$ cat src/rtl/prod_acc.sv
// Saturating block accumulator: sums N accepted products, then holds the result until taken.
// Optional build macro PROD_ACC_CNT_EN adds the blk_cnt released-block counter output.
module prod_acc #(
    parameter int PW = 4,
    parameter int AW = 8,
    parameter int N  = 4
) (
    input  logic          clk,
    input  logic          rst_n,
    input  logic          clr,
    input  logic [PW-1:0] prod_in,
    input  logic          in_valid,
    output logic          in_ready,
    output logic [AW-1:0] sum,
    output logic          sum_valid,
    input  logic          sum_ready,
    output logic          ovf
`ifdef PROD_ACC_CNT_EN
    ,
    output logic [7:0]    blk_cnt
`endif
);

    localparam int CW = (N > 1) ? $clog2(N) : 1;
    localparam logic [CW-1:0] CNT_LAST = CW'(N - 1);

    typedef enum logic {
        ACC  = 1'b0,
        HOLD = 1'b1
    } state_t;

    state_t         state_r, state_nxt_s;
    logic [AW-1:0]  acc_r, acc_nxt_s;
    logic [CW-1:0]  cnt_r, cnt_nxt_s;
    logic           ovf_r, ovf_nxt_s;
    logic [AW:0]    add_s;

    // Zero-extended add; the MSB of the result flags saturation.
    function automatic logic [AW:0] sat_add(input logic [AW-1:0] a, input logic [PW-1:0] b);
        logic [AW:0] raw;
        raw = {1'b0, a} + {{(AW + 1 - PW){1'b0}}, b};
        if (raw[AW]) begin
            sat_add = {1'b1, {AW{1'b1}}};
        end else begin
            sat_add = raw;
        end
    endfunction

    assign in_ready  = (state_r == ACC);
    assign sum_valid = (state_r == HOLD);
    assign sum       = acc_r;
    assign ovf       = ovf_r;

    // State, accumulator, count and overflow registers.
    always_ff @(posedge clk) begin
        if (!rst_n) begin
            state_r <= ACC;
            acc_r   <= {AW{1'b0}};
            cnt_r   <= {CW{1'b0}};
            ovf_r   <= 1'b0;
        end else begin
            state_r <= state_nxt_s;
            acc_r   <= acc_nxt_s;
            cnt_r   <= cnt_nxt_s;
            ovf_r   <= ovf_nxt_s;
        end
    end

    // Next-state logic: clr outranks accept and release.
    always_comb begin
        state_nxt_s = state_r;
        acc_nxt_s   = acc_r;
        cnt_nxt_s   = cnt_r;
        ovf_nxt_s   = ovf_r;
        add_s       = sat_add(acc_r, prod_in);
        if (clr) begin
            state_nxt_s = ACC;
            acc_nxt_s   = {AW{1'b0}};
            cnt_nxt_s   = {CW{1'b0}};
            ovf_nxt_s   = 1'b0;
        end else begin
            case (state_r)
                ACC: begin
                    if (in_valid) begin
                        acc_nxt_s = add_s[AW-1:0];
                        ovf_nxt_s = ovf_r | add_s[AW];
                        if (cnt_r == CNT_LAST) begin
                            cnt_nxt_s   = {CW{1'b0}};
                            state_nxt_s = HOLD;
                        end else begin
                            cnt_nxt_s = cnt_r + CW'(1);
                        end
                    end else begin
                        acc_nxt_s = acc_r;
                    end
                end
                HOLD: begin
                    if (sum_ready) begin
                        state_nxt_s = ACC;
                        acc_nxt_s   = {AW{1'b0}};
                        ovf_nxt_s   = 1'b0;
                    end else begin
                        acc_nxt_s = acc_r;
                    end
                end
                default: begin
                    state_nxt_s = ACC;
                    acc_nxt_s   = {AW{1'b0}};
                    cnt_nxt_s   = {CW{1'b0}};
                    ovf_nxt_s   = 1'b0;
                end
            endcase
        end
    end

`ifdef PROD_ACC_CNT_EN
    logic       release_s;
    logic [7:0] blk_cnt_r;

    assign release_s = (state_r == HOLD) && sum_ready && !clr;
    assign blk_cnt   = blk_cnt_r;

    // Released-block counter; wraps naturally and ignores clr.
    always_ff @(posedge clk) begin
        if (!rst_n) begin
            blk_cnt_r <= 8'd0;
        end else if (release_s) begin
            blk_cnt_r <= blk_cnt_r + 8'd1;
        end else begin
            blk_cnt_r <= blk_cnt_r;
        end
    end
`endif

endmodule

$ cat config.mk
export PLATFORM = sky130hd
export DESIGN_NAME = prod_acc
export DESIGN_NICKNAME = d
export VERILOG_FILES = /design/src/rtl/prod_acc.sv
export SDC_FILE = /design/constraint.sdc
export NUM_CORES = 1
export LEC_CHECK = 0
export ABC_CLOCK_PERIOD_IN_PS = 5400
export CAP_MARGIN = 0
export CORE_UTILIZATION = 45
export CTS_BUF_LIST = sky130_fd_sc_hd__clkbuf_8
export DETAILED_ROUTE_END_ITERATION = 8
export PLACE_DENSITY = 0.77
export SYNTH_ARGS = -nofsm -noshare
export SYNTH_HDL_FRONTEND = slang
export SYNTH_SLANG_ARGS = --single-unit
$ cat constraint.sdc
create_clock -name clk -period 5.4 [get_ports clk]
set_input_delay 1.62 -clock clk [delete_from_list [all_inputs] [get_ports clk]]
set_output_delay 1.62 -clock clk [all_outputs]
set_load 0.02 [all_outputs]
==> impl_metrics.xml <==
<?xml version="1.0" encoding="UTF-8"?>
<metrics>
  <group name="run_status">
    <metric name="status" unit="">completed</metric>
  </group>
  <group name="power">
    <metric name="vdd_drop_max" unit="uV">166</metric>
    <metric name="power_density" unit="nW/um^2">221</metric>
    <metric name="leakagePower" unit="nW">0.318</metric>
  </group>
  <group name="critical_path">
    <metric name="cp_slowest_stage_delay" unit="ns">0.45</metric>
    <metric name="crit_path_max_fanout" unit="">6</metric>
    <metric name="startpoint_of_the_worst_slack_reg_to_reg_timing_path" unit="">sum[0]$_SDFFE_PP0P_</metric>
    <metric name="critical_path_s_slowest_cell" unit="">sky130_fd_sc_hd__a211oi_1</metric>
    <metric name="timing.critical_path.arrival" unit="ns">3.68</metric>
    <metric name="critPathBufInv" unit="">1</metric>
    <metric name="worstReg2RegEnd" unit="">sum[3]$_SDFFE_PP0P_</metric>
    <metric name="cp_data_required_time" unit="ns">5.51</metric>
    <metric name="critical-path-top-delay-family" unit="">compound AO/OA/AOI/OAI gates</metric>
    <metric name="critical_path_cell_list" unit="">clkdlybuf4s50_1, ha_1, fa_1, a211oi_1, or4_1, o21a_1, a21oi_2</metric>
    <metric name="worst-r2r-cell-count" unit="">6</metric>
    <metric name="regToRegSetupSlack" unit="ns">3.32</metric>
    <metric name="timing.critical_path.from_type" unit="">primary input</metric>
    <metric name="setup.worst_path.end_class" unit="">register</metric>
    <metric name="setup.worst_path.class" unit="">primary input to register</metric>
  </group>
  <group name="placement">
    <metric name="dpl_worst_slack" unit="ns">1.64</metric>
    <metric name="post_dp_cell_area" unit="um^2">863</metric>
    <metric name="dpl.cell_count" unit="">111</metric>
    <metric name="gp_routability_congestion" unit="">0.784</metric>
    <metric name="detailedPlacementHpwl" unit="mm">1.09</metric>
    <metric name="port_buffers" unit="">19</metric>
  </group>
  <group name="route">
    <metric name="drt_first_iter_violations" unit="">12</metric>
    <metric name="dr_total_vias" unit="">655</metric>
    <metric name="detail-route-antenna-nets" unit="">0</metric>
    <metric name="wire_per_inst" unit="um">12.7</metric>
    <metric name="routed_wl" unit="mm">1.44</metric>
    <metric name="drt_first_pass_iters" unit="">4</metric>
    <metric name="routed_via_density" unit="">5.75</metric>
    <metric name="post-route-drc-count" unit="">0</metric>
  </group>
  <group name="die">
    <metric name="placeableCoreArea" unit="um^2">1330</metric>
    <metric name="placement_rows" unit="">13</metric>
    <metric name="starting_utilization_of_the_core_area" unit="">0.500</metric>
    <metric name="ioPinCount" unit="">20</metric>
    <metric name="floorplan.die.height" unit="um">40.5</metric>
    <metric name="fp.dieArea" unit="um^2">1640</metric>
    <metric name="floorplan.die.width" unit="um">40.5</metric>
  </group>
  <group name="cts">
    <metric name="postCtsSetupBuffers" unit="">0</metric>
    <metric name="clk_path_buf_depth" unit="">2</metric>
    <metric name="ctsHoldBuffers" unit="">0</metric>
    <metric name="htree_num_levels" unit="">1</metric>
    <metric name="clk_root_buffer_cell" unit="">sky130_fd_sc_hd__clkbuf_8</metric>
    <metric name="cts_buffer_count" unit="">3</metric>
    <metric name="cts-resized-gates" unit="">0</metric>
    <metric name="cts_tree" unit="">done</metric>
    <metric name="cts.reportedPaths.clkPinSlew" unit="ns">0.05</metric>
    <metric name="clock_insertion_delay_worst_skew" unit="ns">0.24</metric>
    <metric name="cts.sinks" unit="">12</metric>
  </group>
  <group name="sta">
    <metric name="setup_viol" unit="">0</metric>
    <metric name="report.final.hold_viol_count" unit="">0</metric>
    <metric name="timing.fmax" unit="MHz">281</metric>
    <metric name="worst-slew-pin-transition" unit="ns">0.557</metric>
    <metric name="setup-tns-final" unit="ns">0</metric>
    <metric name="finalWorstPathRequiredPeriod" unit="ns">3.56</metric>
    <metric name="slew_violations" unit="">0</metric>
    <metric name="final_critical_path_setup_slack" unit="ns">1.84</metric>
    <metric name="rsz0062_at_grt" unit="">no</metric>
    <metric name="timing.max_slew.rel_slack" unit="">0.628</metric>
    <metric name="skew" unit="ns">0.00208</metric>
    <metric name="timing.final.crit_share" unit="">0.660</metric>
    <metric name="timing.hold.ws" unit="ns">0.457</metric>
  </group>
  <group name="synthesis">
    <metric name="synth.avg_cell_area" unit="um^2">8.34</metric>
    <metric name="synth-seq-cells" unit="">12</metric>
    <metric name="yosysMostFrequentCell" unit="">sky130_fd_sc_hd__dfxtp_1</metric>
    <metric name="seq_total_area_yosys" unit="">0.360</metric>
    <metric name="synth-edff-count" unit="">0</metric>
    <metric name="synth.net_count" unit="">95</metric>
    <metric name="leading_area_contributor_after_synthesis" unit="">sky130_fd_sc_hd__dfxtp_1</metric>
    <metric name="post_synth_main_area_contributors" unit="">sky130_fd_sc_hd__dfxtp_1 36%, sky130_fd_sc_hd__ha_1 9.4%, sky130_fd_sc_hd__a21oi_1 6.8%</metric>
    <metric name="cell_area_synth" unit="um^2">667</metric>
    <metric name="synth_cells" unit="">80</metric>
    <metric name="ys_warn_count" unit="">0</metric>
    <metric name="synth_top_cells_by_count" unit="">12 x sky130_fd_sc_hd__dfxtp_1, 9 x sky130_fd_sc_hd__a21oi_1, 8 x sky130_fd_sc_hd__nand2_1, 8 x sky130_fd_sc_hd__nor2_1, 5 x sky130_fd_sc_hd__ha_1</metric>
    <metric name="synth_cell_type_count" unit="">27</metric>
    <metric name="synth.top_cell.area_share" unit="">0.360</metric>
    <metric name="dominantRegCellSynth" unit="">sky130_fd_sc_hd__dfxtp_1</metric>
    <metric name="asyncSetResetFlopFracSynth" unit="">0</metric>
  </group>
  <group name="layout">
    <metric name="layout-drive-gt1-share" unit="">0.0505</metric>
    <metric name="count_of_nets_after_finishing" unit="">116</metric>
    <metric name="finish.cell_count_without_fillers" unit="">114</metric>
    <metric name="post-route-cell-area" unit="um^2">905</metric>
    <metric name="number_of_diodes" unit="">0</metric>
    <metric name="area_growth" unit="%">35.6</metric>
  </group>
  <group name="global_routing">
    <metric name="grt_pass1_wl" unit="mm">2.31</metric>
    <metric name="global_route.usage.total" unit="">0.227</metric>
    <metric name="first_global_vias" unit="">541</metric>
    <metric name="grt.overflow.total" unit="">0</metric>
    <metric name="antenna_violations_before_repair" unit="">0</metric>
    <metric name="pin_count_of_the_biggest_net_entering_global_routing" unit="">10</metric>
  </group>
  <group name="min_path">
    <metric name="min_path_type" unit="">register to register</metric>
    <metric name="hold_start" unit="">ovf$_SDFFE_PP0P_</metric>
    <metric name="min_delay_path_depth" unit="">2</metric>
    <metric name="worst_hold_endpoint" unit="">ovf$_SDFFE_PP0P_</metric>
  </group>
  <group name="flow_run">
    <metric name="drv.max_cap_violation_count" unit="">0</metric>
  </group>
</metrics>
==> layer usage <==
layer | up-vias | wire length [um] | track usage
met2 | 19 | 657 | 0.369
li1 | 331 | - | -
met4 | 0 | 10 | 0.0750
met1 | 303 | 693 | 0.264
met5 | - | 0 | 0
met3 | 2 | 82 | 0.100
==> worst register-to-register path, cell delays in order (launching register included) <==
cell and delay (ns):
sky130_fd_sc_hd__dfxtp_1 0.32, sky130_fd_sc_hd__ha_1 0.22, sky130_fd_sc_hd__fa_1 0.42, sky130_fd_sc_hd__a211oi_1 0.45, sky130_fd_sc_hd__or4_1 0.32, sky130_fd_sc_hd__o21a_1 0.17
sky130_fd_sc_hd__a21oi_2 0.05
==> flip-flops by register name, indices dropped and copies added, names as in the netlist <==
name       flops
sum_valid      1
sum            8
cnt_r          2
ovf            1
==> cells by family after synthesis <==
logic type / Yosys count / share of synthesized area
and+or+nand+nor: 31 / 0.225
buffers and inverters: 4 / 0.0244
adders and majority gates: 6 / 0.124
xor gates and xnor gates: 1 / 0.0131
AOI/OAI and AO/OA: 26 / 0.253
DFF: 12 / 0.360
==> stage by stage <==
stage | power [W] | util
3_3_place_gp | 0.000122 | 0.647
4_1_cts | 0.000204 | 0.678
5_1_grt | 0.000209 | 0.678
2_1_floorplan | 0.000111 | -
6_report | 0.000200 | 0.678
3_5_place_dp | 0.000123 | 0.647
==> worst max path at each step <==
stage,cells after the start,startpoint,end
3_5_place_dp,7,prod_in[0],sum[3]$_SDFFE_PP0P_
2_1_floorplan,7,prod_in[0],sum[3]$_SDFFE_PP0P_
6_report,7,prod_in[0],sum[3]$_SDFFE_PP0P_
3_3_place_gp,7,prod_in[0],sum[3]$_SDFFE_PP0P_
5_1_grt,7,prod_in[0],sum[3]$_SDFFE_PP0P_
4_1_cts,7,prod_in[0],sum[3]$_SDFFE_PP0P_
==> final cells by class <==
class | count | area (um^2)
Fill cell | 101 | 429
Multi-Input combinational cell | 64 | 410
Sequential cell | 12 | 240
Timing Repair Buffer | 19 | 190
Clock buffer | 3 | 41.3
Tap cell | 15 | 18.8
Inverter | 1 | 3.75
==> placed cells by master, fill, tap and decap left out <==
master                            Yosys  routed
sky130_fd_sc_hd__clkdlybuf4s50_1      0      19
sky130_fd_sc_hd__dfxtp_1             12      12
sky130_fd_sc_hd__a21oi_1              9       9
sky130_fd_sc_hd__nor2_1               8       8
sky130_fd_sc_hd__nand2_1              8       8
sky130_fd_sc_hd__ha_1                 5       5
sky130_fd_sc_hd__a211oi_1             4       4
sky130_fd_sc_hd__nand3_1              4       4
sky130_fd_sc_hd__o21ai_0              3       3
sky130_fd_sc_hd__nand2b_1             3       3
sky130_fd_sc_hd__nor3_1               3       3
sky130_fd_sc_hd__a22oi_1              3       3
sky130_fd_sc_hd__clkbuf_8             0       3
sky130_fd_sc_hd__nor2b_1              2       2
sky130_fd_sc_hd__inv_1                1       1
sky130_fd_sc_hd__nor4b_1              1       1
sky130_fd_sc_hd__o211ai_1             1       1
sky130_fd_sc_hd__a41oi_1              1       1
sky130_fd_sc_hd__or4_1                1       1
sky130_fd_sc_hd__a21o_1               1       1
sky130_fd_sc_hd__a31oi_1              1       1
sky130_fd_sc_hd__nor3b_1              1       1
sky130_fd_sc_hd__o21ba_2              1       1
sky130_fd_sc_hd__o21a_1               1       1
sky130_fd_sc_hd__a21oi_2              1       1
sky130_fd_sc_hd__xor2_1               1       1
sky130_fd_sc_hd__fa_1                 1       1
==> report_power, final <==
group          switching (W)  leakage (nW)  total [W]  internal, W
Clock              0.0000303        0.0216  0.0000793    0.0000489
Combinational      0.0000142         0.199  0.0000289    0.0000148
Sequential        0.00000156        0.0972  0.0000920    0.0000905
Note: power is estimated with default switching activity, not from simulation.
